===== src/rtl/spi_frame_parser.sv =====
// -----------------------------------------------------------------------------
// spi_frame_parser
//
// Parses the byte stream from the SPI byte assembler into framed write
// commands:  HEADER, CMD, ADDR, LEN, DATA[0..LEN-1], CSUM.
// Data bytes are buffered and only written to the register file once the
// checksum (8-bit wrapping sum of CMD, ADDR, LEN and all DATA bytes) matches.
// The SPI slave-select delimits frames. A malformed or truncated frame is
// discarded and reported through frame_err/err_code.
//
// Handshake: byte_valid is a one-cycle strobe qualifying byte_data. There is
// no back-pressure. A byte that arrives while a commit is in progress is
// dropped and reported on overrun.
//
// Error codes: 1 bad header, 2 bad command, 3 bad length, 4 bad checksum,
//              5 frame truncated by slave-select rising.
//
// Ports:
//   clk        in   system clock
//   rst        in   synchronous active-high reset
//   byte_data  in   [7:0] assembled SPI byte
//   byte_valid in   strobe qualifying byte_data
//   cs_n       in   SPI slave-select (asynchronous, synchronized here)
//   wr_en      out  register write strobe
//   wr_addr    out  [7:0] write address
//   wr_data    out  [7:0] write data
//   frame_done out  pulse when a frame has been fully committed
//   frame_err  out  pulse when a frame is rejected
//   err_code   out  [2:0] cause of the last frame_err (held)
//   overrun    out  pulse when a byte is dropped during commit
//   busy       out  high whenever the FSM is not IDLE
//   dbg_state  out  [2:0] current FSM state, for observation
// -----------------------------------------------------------------------------
module spi_frame_parser #(
   parameter int unsigned P_MAX_LEN = 16,
   parameter logic [7:0]  P_HEADER  = 8'hA5,
   parameter logic [7:0]  P_CMD_WR  = 8'h01
) (
   input  logic       clk,
   input  logic       rst,
   input  logic [7:0] byte_data,
   input  logic       byte_valid,
   input  logic       cs_n,
   output logic       wr_en,
   output logic [7:0] wr_addr,
   output logic [7:0] wr_data,
   output logic       frame_done,
   output logic       frame_err,
   output logic [2:0] err_code,
   output logic       overrun,
   output logic       busy,
   output logic [2:0] dbg_state
);

   localparam int unsigned IW       = (P_MAX_LEN > 1) ? $clog2(P_MAX_LEN) : 1;
   localparam logic [7:0]  MAX_LEN8 = 8'(P_MAX_LEN);

   typedef enum logic [2:0] {
      S_IDLE    = 3'd0,
      S_CMD     = 3'd1,
      S_ADDR    = 3'd2,
      S_LEN     = 3'd3,
      S_DATA    = 3'd4,
      S_CSUM    = 3'd5,
      S_COMMIT  = 3'd6,
      S_WAIT_CS = 3'd7
   } state_t;

   state_t     state, state_d;
   logic [2:0] err_d;

   // cs_n synchronizer; the third flop only serves rising-edge detection.
   logic cs_s1, cs_s2, cs_s3;
   logic cs_rise;

   logic [7:0] acc;
   logic [7:0] addr_q;
   logic [6:0] len_q;
   logic [6:0] idx;
   logic [6:0] cidx;
   logic [7:0] data_buf [P_MAX_LEN];

   logic       wr_en_d, frame_done_d, frame_err_d, overrun_d;
   logic [7:0] wr_addr_d, wr_data_d;
   logic [2:0] err_code_d;

   assign cs_rise   = cs_s2 & ~cs_s3;
   assign dbg_state = state;

   // ---------------------------------------------------------------- state reg
   always_ff @(posedge clk) begin
      if (rst) state <= S_IDLE;
      else     state <= state_d;
   end

   // ---------------------------------------------------------------- next state
   always_comb begin
      state_d = state;
      err_d   = 3'd0;
      case (state)
         S_IDLE: begin
            if (byte_valid) begin
               if (byte_data == P_HEADER) state_d = S_CMD;
               else begin
                  err_d   = 3'd1;
                  state_d = S_WAIT_CS;
               end
            end
         end
         S_CMD: begin
            if (byte_valid) begin
               if (byte_data == P_CMD_WR) state_d = S_ADDR;
               else begin
                  err_d   = 3'd2;
                  state_d = S_WAIT_CS;
               end
            end
         end
         S_ADDR: begin
            if (byte_valid) state_d = S_LEN;
         end
         S_LEN: begin
            if (byte_valid) begin
               if (byte_data == 8'd0 || byte_data > MAX_LEN8) begin
                  err_d   = 3'd3;
                  state_d = S_WAIT_CS;
               end else begin
                  state_d = S_DATA;
               end
            end
         end
         S_DATA: begin
            if (byte_valid && idx == len_q - 7'd1) state_d = S_CSUM;
         end
         S_CSUM: begin
            if (byte_valid) begin
               if (byte_data == acc) state_d = S_COMMIT;
               else begin
                  err_d   = 3'd4;
                  state_d = S_WAIT_CS;
               end
            end
         end
         S_COMMIT: begin
            if (cidx == len_q) state_d = S_WAIT_CS;
         end
         S_WAIT_CS: begin
            if (cs_s2) state_d = S_IDLE;
         end
         default: state_d = S_IDLE;
      endcase

      // Slave-select rising mid-frame: the byte in this cycle has already been
      // evaluated above. Only a completed, verified checksum survives; anything
      // else (including that byte's own error) becomes a truncation.
      if (cs_rise && (state == S_CMD || state == S_ADDR || state == S_LEN ||
                      state == S_DATA || state == S_CSUM) &&
          state_d != S_COMMIT) begin
         err_d   = 3'd5;
         state_d = S_IDLE;
      end
   end

   // ---------------------------------------------------------------- outputs
   always_comb begin
      wr_en_d      = 1'b0;
      wr_addr_d    = wr_addr;
      wr_data_d    = wr_data;
      frame_done_d = 1'b0;
      frame_err_d  = 1'b0;
      err_code_d   = err_code;
      overrun_d    = 1'b0;

      // The first write is issued straight from the checksum acceptance so
      // that writes occupy exactly the LEN cycles following the CSUM byte.
      if (state == S_CSUM && state_d == S_COMMIT) begin
         wr_en_d   = 1'b1;
         wr_addr_d = addr_q;
         wr_data_d = data_buf[0];
      end

      if (state == S_COMMIT) begin
         if (cidx != len_q) begin
            wr_en_d   = 1'b1;
            wr_addr_d = addr_q + {1'b0, cidx};
            wr_data_d = data_buf[cidx[IW-1:0]];
         end else begin
            frame_done_d = 1'b1;
         end
         if (byte_valid) overrun_d = 1'b1;
      end

      if (err_d != 3'd0) begin
         frame_err_d = 1'b1;
         err_code_d  = err_d;
      end
   end

   always_ff @(posedge clk) begin
      if (rst) begin
         wr_en      <= 1'b0;
         wr_addr    <= 8'd0;
         wr_data    <= 8'd0;
         frame_done <= 1'b0;
         frame_err  <= 1'b0;
         err_code   <= 3'd0;
         overrun    <= 1'b0;
         busy       <= 1'b0;
      end else begin
         wr_en      <= wr_en_d;
         wr_addr    <= wr_addr_d;
         wr_data    <= wr_data_d;
         frame_done <= frame_done_d;
         frame_err  <= frame_err_d;
         err_code   <= err_code_d;
         overrun    <= overrun_d;
         busy       <= (state_d != S_IDLE);
      end
   end

   // ---------------------------------------------------------------- datapath
   always_ff @(posedge clk) begin
      if (rst) begin
         cs_s1  <= 1'b1;
         cs_s2  <= 1'b1;
         cs_s3  <= 1'b1;
         acc    <= 8'd0;
         addr_q <= 8'd0;
         len_q  <= 7'd0;
         idx    <= 7'd0;
         cidx   <= 7'd0;
      end else begin
         cs_s1 <= cs_n;
         cs_s2 <= cs_s1;
         cs_s3 <= cs_s2;
         case (state)
            S_IDLE: begin
               acc <= 8'd0;
               idx <= 7'd0;
            end
            S_CMD: begin
               if (byte_valid) acc <= acc + byte_data;
            end
            S_ADDR: begin
               if (byte_valid) begin
                  addr_q <= byte_data;
                  acc    <= acc + byte_data;
               end
            end
            S_LEN: begin
               // Only meaningful when the length is in range; out-of-range
               // values abandon the frame before len_q is ever used.
               if (byte_valid) begin
                  len_q <= byte_data[6:0];
                  acc   <= acc + byte_data;
               end
            end
            S_DATA: begin
               if (byte_valid) begin
                  acc <= acc + byte_data;
                  idx <= idx + 7'd1;
               end
            end
            S_CSUM: begin
               cidx <= 7'd1;
            end
            S_COMMIT: begin
               if (cidx != len_q) cidx <= cidx + 7'd1;
            end
            default: ;
         endcase
      end
   end

   // Frame buffer: plain storage, no reset needed.
   always_ff @(posedge clk) begin
      if (state == S_DATA && byte_valid) data_buf[idx[IW-1:0]] <= byte_data;
   end

endmodule


===== config.mk =====
export PLATFORM = sky130hd
export DESIGN_NAME = spi_frame_parser
export DESIGN_NICKNAME = d
export VERILOG_FILES = /design/src/rtl/spi_frame_parser.sv
export SDC_FILE = /design/constraint.sdc
export NUM_CORES = 1
export LEC_CHECK = 0
export ABC_AREA = 1
export ABC_CLOCK_PERIOD_IN_PS = 4400
export CAP_MARGIN = 10
export CORE_ASPECT_RATIO = 1.75
export CORE_MARGIN = 10
export CORE_UTILIZATION = 40
export CTS_BUF_LIST = sky130_fd_sc_hd__clkbuf_8
export CTS_CLUSTER_DIAMETER = 60
export DETAILED_ROUTE_END_ITERATION = 6
export HOLD_SLACK_MARGIN = 0.1
export RECOVER_POWER = 25
export SLEW_MARGIN = 20
export SYNTH_ARGS = -nofsm -noshare
export SYNTH_HDL_FRONTEND = slang
export SYNTH_SLANG_ARGS = --single-unit

===== constraint.sdc =====
create_clock -name clk -period 4.4 [get_ports clk]
set_clock_uncertainty 0.2 [all_clocks]
set_input_delay 1.32 -clock clk [delete_from_list [all_inputs] [get_ports clk]]
set_output_delay 1.32 -clock clk [all_outputs]
set_load 0.05 [all_outputs]

# After elaboration in Yosys (flattened, before gate mapping)
# Memory sizes are Yosys's and may differ from the RTL's. A register that Yosys moved wholly into a read port is not among the register bits.
# Index checks and enable logic that the tools add are counted.
[classes]
add_sub_neg = 5
order_cmp = 1
n_eq_ne = 18
mux = 46
n_bitwise = 3
reduce_logical = 24
[op_table]
columns = ["op", "count"]
rows = [
  ["8-bit 2-to-1 mux", 7],
  ["3-bit 2-to-1 mux", 14],
  ["7-bit case mux with 2 select lines", 2],
  ["3-bit case mux with 8 select lines", 1],
  ["8-bit case mux with 2 select lines", 1],
  ["3-bit equality test, second input constant", 5],
  ["7-bit by 1-bit adder with 7-bit output, second input constant", 2],
  ["7-bit equality test", 2],
  ["7-bit 2-to-1 mux", 2],
  ["3-bit case mux with 4 select lines", 1],
  ["1-bit 2-to-1 mux", 11],
  ["2-bit 2-to-1 mux", 5],
  ["2-bit AND reduction", 5],
  ["8-bit by 7-bit adder with 8-bit output", 1],
  ["8-bit adder", 1],
  ["8-bit by 1-bit equality test with 1-bit output, second input constant", 1],
  ["8-bit equality test", 1],
  ["8-bit equality test, second input constant", 1],
  ["8-bit by 5-bit greater-than comparator with 1-bit output, second input constant", 1],
  ["8-bit logical NOT", 1],
  ["4-bit 2-to-1 mux", 2],
  ["7-bit != test", 1],
  ["7-bit by 1-bit subtractor with 7-bit output, second input constant", 1],
  ["3-bit by 2-bit equality test with 1-bit output, second input constant", 2],
  ["13 further kinds", 26],
]
[word_totals]
reg_bits = 67
mem_bits_rw = 128
in_bits = 12
output_inout_bits = 27
wordCells = 115
n_memories = 1
[memory_table]
columns = ["memory", "depth", "word_bits", "rd", "rd_ports_with_merged_regs", "write_ports", "line", "text"]
rows = [
  ["data_buf", 16, 8, 2, 1, 1, "81", "logic [7:0] data_buf [P_MAX_LEN];"],
]

# Longest topological paths before layout
[depth]
depth_word = 13
depth_mapped = 17

# Worst setup path before layout
# OpenSTA, ideal clock, no wires.
[synth_timing]
path_type = "in2reg"
startpoint = "input port byte_data[2]"
endpoint = "register wr_addr[0]"
setup_time_ns = 0.120
arrival_time_ns = 2.807
required_time_ns = 4.080
slack_ns = 1.273
path_stages = 14
cell_sequence = "ha_1 -> inv_2 -> nand3_1 -> nor2_1 -> nand3_1 -> nand2_1 -> nand3_1 -> nand2_1 -> nand2_4 -> nor2_8 -> nand2_4 -> buf_6 -> a21oi_1 -> a21oi_1"
[synth_via]
elab_chain_cells = 13
[synth_rtl]
columns = ["item", "line", "text"]
rows = [
  ["from (decl)", "41", "input logic [7:0] byte_data,"],
  ["8-bit by 5-bit greater-than comparator with 1-bit output or 8-bit logical NOT (tied branches)", "124", "if (byte_data == 8'd0 || byte_data > MAX_LEN8) begin"],
  ["1-bit logical OR", "124", ""],
  ["2-bit 2-to-1 mux", "124", ""],
  ["3-bit 2-to-1 mux", "123", "if (byte_valid) begin"],
  ["3-bit case mux with 8 select lines *", "100", "case (state)"],
  ["3-bit != test", "158", "state_d != S_COMMIT) begin"],
  ["1-bit logical AND", "157", "state == S_DATA || state == S_CSUM) &&"],
  ["3-bit 2-to-1 mux *", "156", "if (cs_rise && (state == S_CMD || state == S_ADDR || state == S_LEN ||"],
  ["3-bit equality test *", "176", "if (state == S_CSUM && state_d == S_COMMIT) begin"],
  ["1-bit logical AND *", "176", ""],
  ["8-bit 2-to-1 mux *", "176", ""],
  ["8-bit 2-to-1 mux", "183", "if (cidx != len_q) begin"],
  ["8-bit 2-to-1 mux *", "182", "if (state == S_COMMIT) begin"],
  ["to (signal assigned)", "211", "wr_addr <= wr_addr_d;"],
  ["to (decl)", "45", "output logic [7:0] wr_addr,"],
]
# Mark *: on every way between the ends. The rest lies on a longest branch, timed or not.
# A chain may end at the register's enable or synchronous reset.

# Worst setup path in the final report
[layout_timing]
startpoint = "input port byte_data[3]"
endpoint = "register wr_data[5]"
[layout_via]
elab_chain_cells = 13
[layout_rtl]
columns = ["item", "line", "text"]
rows = [
  ["8-bit by 5-bit greater-than comparator with 1-bit output or 8-bit logical NOT (tied branches)", "124", ""],
  ["1-bit logical OR", "124", ""],
  ["2-bit 2-to-1 mux", "124", ""],
  ["3-bit 2-to-1 mux", "123", ""],
  ["3-bit case mux with 8 select lines *", "100", ""],
  ["3-bit != test", "158", ""],
  ["1-bit logical AND", "157", ""],
  ["3-bit 2-to-1 mux *", "156", ""],
  ["3-bit equality test *", "176", ""],
  ["1-bit logical AND *", "176", ""],
  ["8-bit 2-to-1 mux *", "176", ""],
  ["8-bit 2-to-1 mux", "183", ""],
  ["8-bit 2-to-1 mux *", "182", ""],
  ["to (signal assigned)", "212", "wr_data <= wr_data_d;"],
  ["to (decl)", "46", "output logic [7:0] wr_data,"],
]
# Marks and branches as above.

==> Flow_metrics.wiki <==
{| class="wikitable"
! Metric !! Value
|-
| Type of the worst min-delay path || reg2reg
|-
| GRT Resource Usage Total || 15.9%
|-
| Die outline width || 134 um
|-
| Flop and latch count out of synthesis || 199
|-
| Share of flip-flops with an asynchronous set or reset after synthesis || 0%
|-
| Via density || 5.26
|-
| Largest area contributor in the netlist || edfxtp_1
|-
| Clock transition at the registers of the reported paths || 0.10 ns
|-
| Starting density of the core || 40.7%
|-
| Post-layout net count || 990
|-
| Setup ws final || 0.801 ns
|-
| Number of hold buffers added after cts || 0
|-
| Dominant cell by count in the synthesized netlist || edfxtp_1
|-
| Count of buffers inserted at the top-level ports || 38
|-
| Status || complete, but fails checks
|-
| HPWL Detailed || 16300 um
|-
| Post CTS Setup Buffer Count || 0
|-
| Required arrival time at the worst endpoint || 4.57 ns
|-
| Synthesized net count || 938
|-
| Commonest register cell after synthesis || edfxtp_1
|-
| Post-detailed-route count of antenna-violating nets || 0
|-
| Height of the chip || 219 um
|-
| Place WS || 0.311 ns
|-
| Total Die Area || 29200 um2
|-
| Pin count of the biggest net entering global routing || 65
|-
| Buffers from clock root to sink, at most || 2
|-
| Top-level port count || 39
|-
| Share of cells above drive strength 1 || 11.0%
|-
| Worst IR drop on VDD || 0.357 mV
|-
| Synth area leaders || edfxtp_1, dfxtp_1, nand2_1
|-
| Sink Count || 199
|-
| Worst endpoint data arrival time || 3.77 ns
|-
| Beginning of the worst hold path || cs_s1$_SDFF_PP1_
|-
| Via count of the first global-routing pass || 6468
|-
| Highest Clock Rate || 278 MHz
|-
| Clock tree from TritonCTS || built
|-
| Cell row count || 72
|-
| TNS Setup || 0 ns
|-
| Count of H-tree levels built during CTS || 4
|-
| P_leak || 3.62 nW
|-
| Sum of routed wire length over all layers || 23400 um
|-
| Tmin final || 3.60 ns
|-
| Number of enable flip-flop cells after synthesis || 128
|-
| Post-Syn Area per Cell || 9.98 um2
|-
| Start point of the critical path || byte_data[3]
|-
| Cell at the root of the clock tree || clkbuf_8
|-
| Wire length of the first global-routing pass || 35900 um
|-
| Worst skew pair latency || 0.48 ns
|-
| Share of Yosys cell area claimed by the top area cell type || 42.6%
|-
| Resize count post-CTS || 0
|-
| 1st-iter DRT viols || 349
|-
| Number of iterations in the first detailed-routing pass || 6
|-
| Failing checks || design-rule violations
|-
| Synthesized netlist cell count || 904
|-
| Maximum fanout encountered on the critical timing path || 19
|-
| Leading post-synthesis cells by instance count || edfxtp_1, nand2_1, nor2_1
|-
| Fraction of the cycle the final worst path needs || 81.8%
|-
| Worst setup path category || in2reg
|-
| Cell Pwr Density || 434 nW/um2
|-
| Drt drc || 2
|-
| Measured slew at the worst slew-check pin || 0.705 ns
|-
| Setup repair after global routing missed its margin || no
|-
| Hold Violations, Final || 0
|-
| Area growth, synth to finish || 13.2%
|-
| CTS buffer count || 17
|-
| Diode count || 0
|-
| Max-cap violations || 0
|-
| Count of yosys warnings during synthesis || 0
|-
| Remaining Overflow, GRT || 0
|-
| Std-Cell Core Area || 22200 um2
|-
| Slew Viols, Final || 0
|-
| Synthesized cell area || 9020 um2
|-
| Sequential cell area fraction in the yosys report || 58.4%
|-
| DR WL/cell || 18.5 um
|-
| Type of origin of the critical path || input port
|-
| Vias || 6651
|-
| # setup viols final || 0
|-
| Placer congestion estimate || 0.927
|-
| Worst max-slew margin expressed relative to the limit || 52.9%
|-
| Number of antenna violations at the first check in global routing || 1
|-
| Count of different cell masters after synthesis || 44
|-
| Category of the worst setup path capture point || flip-flop
|}
path summary, 6_finish.rpt:
check	end	slack, ns	depth (start not counted)
worst max-delay path	wr_data[5]$_SDFF_PP0_	0.80	15
worst min-delay path	cs_s2$_SDFF_PP1_	0.22	1
worst max register to register	wr_data[4]$_SDFF_PP0_	1.35	8
worst min register to register	cs_s2$_SDFF_PP1_	0.22	1
flip-flops by register name (all words and copies together) (netlist names), 3 cells and up, named ones only:
name	count
addr_q	8
dbg_state	3
cidx	7
err_code	3
wr_addr	8
acc	8
wr_data	8
len_q	7
idx	7
data_buf	128
placed cells by master (no fill, tap or decap), types with 9 or more instances in the layout:
cell type and instances:
edfxtp_1 128, nand2_1 118, nor2_1 113, dfxtp_1 69, inv_1 68, o21ai_0 63, a21oi_1 60, nand3_1 58
buf_4 33, clkdlybuf4s50_1 32, mux2i_1 23, o221ai_1 23, ha_1 20, clkbuf_8 17, inv_2 14, nor3_1 12
o211ai_1 10, nor2_2 9
where the power goes:
part / internal (mW) / switching [mW]
Combinational: 0.382 / 0.788
Clock: 0.438 / 0.632
Sequential: 2.09 / 0.103
Total: 2.91 / 1.52
critical path, stage by stage:
cell	delay [ns]
dlygate4sd3_1	0.65
ha_1	0.37
inv_1	0.10
nand3_1	0.08
nor2_1	0.14
nand3_1	0.10
nand2_1	0.08
nand3_1	0.07
nand2_1	0.14
nand2_4	0.09
nor2_8	0.11
nand2_4	0.17
nand2_1	0.10
o21ai_1	0.06
o21a_1	0.17
cell type report:
class	count	area [um2]
Multi-Input combinational cell	586	3290
Tap cell	296	370
Fill cell	2175	12000
Clock buffer	17	234
Sequential cell	199	5270
Clock inverter	14	113
Inverter	81	304
Timing Repair Buffer	71	628
per-layer routing:
layer | GRT usage, % | vias to the layer above | share of wire, %
met4 | 9.36 | 0 | 4.7
met5 | 0 | - | 0
met2 | 29.2 | 162 | 54
li1 | - | 3262 | -
met3 | 2.50 | 47 | 3.6
met1 | 16.6 | 3180 | 37
cells by family after synthesis:
| logic type | synth area share [%] |
|---|---|
| and+or+nand+nor | 17.0 |
| DFF | 58.4 |
| buffers and inverters | 5.16 |
| muxes | 2.55 |
| xor gates and xnor gates | 1.36 |
| adders and majority gates | 3.22 |
| AOI/OAI and AO/OA | 12.4 |
metrics by stage:
step | instance area (um2) | std cells | power, mW | utilization (%) | hold WS [ns]
final | 10200 | 1264 | 4.43 | 46.1 | 0.221
after global routing | 10200 | 1264 | 4.65 | 46.1 | 0.233
after CTS | 10200 | 1264 | 4.47 | 46.1 | 0.219
after detailed placement | 9860 | 1233 | 3.41 | 44.5 | 0.199
after global placement | 9860 | 1233 | 3.40 | 44.5 | 0.193
after floorplan | 9020 | 904 | 3.06 | - | 0.189
(Power assumes the default switching activity.)
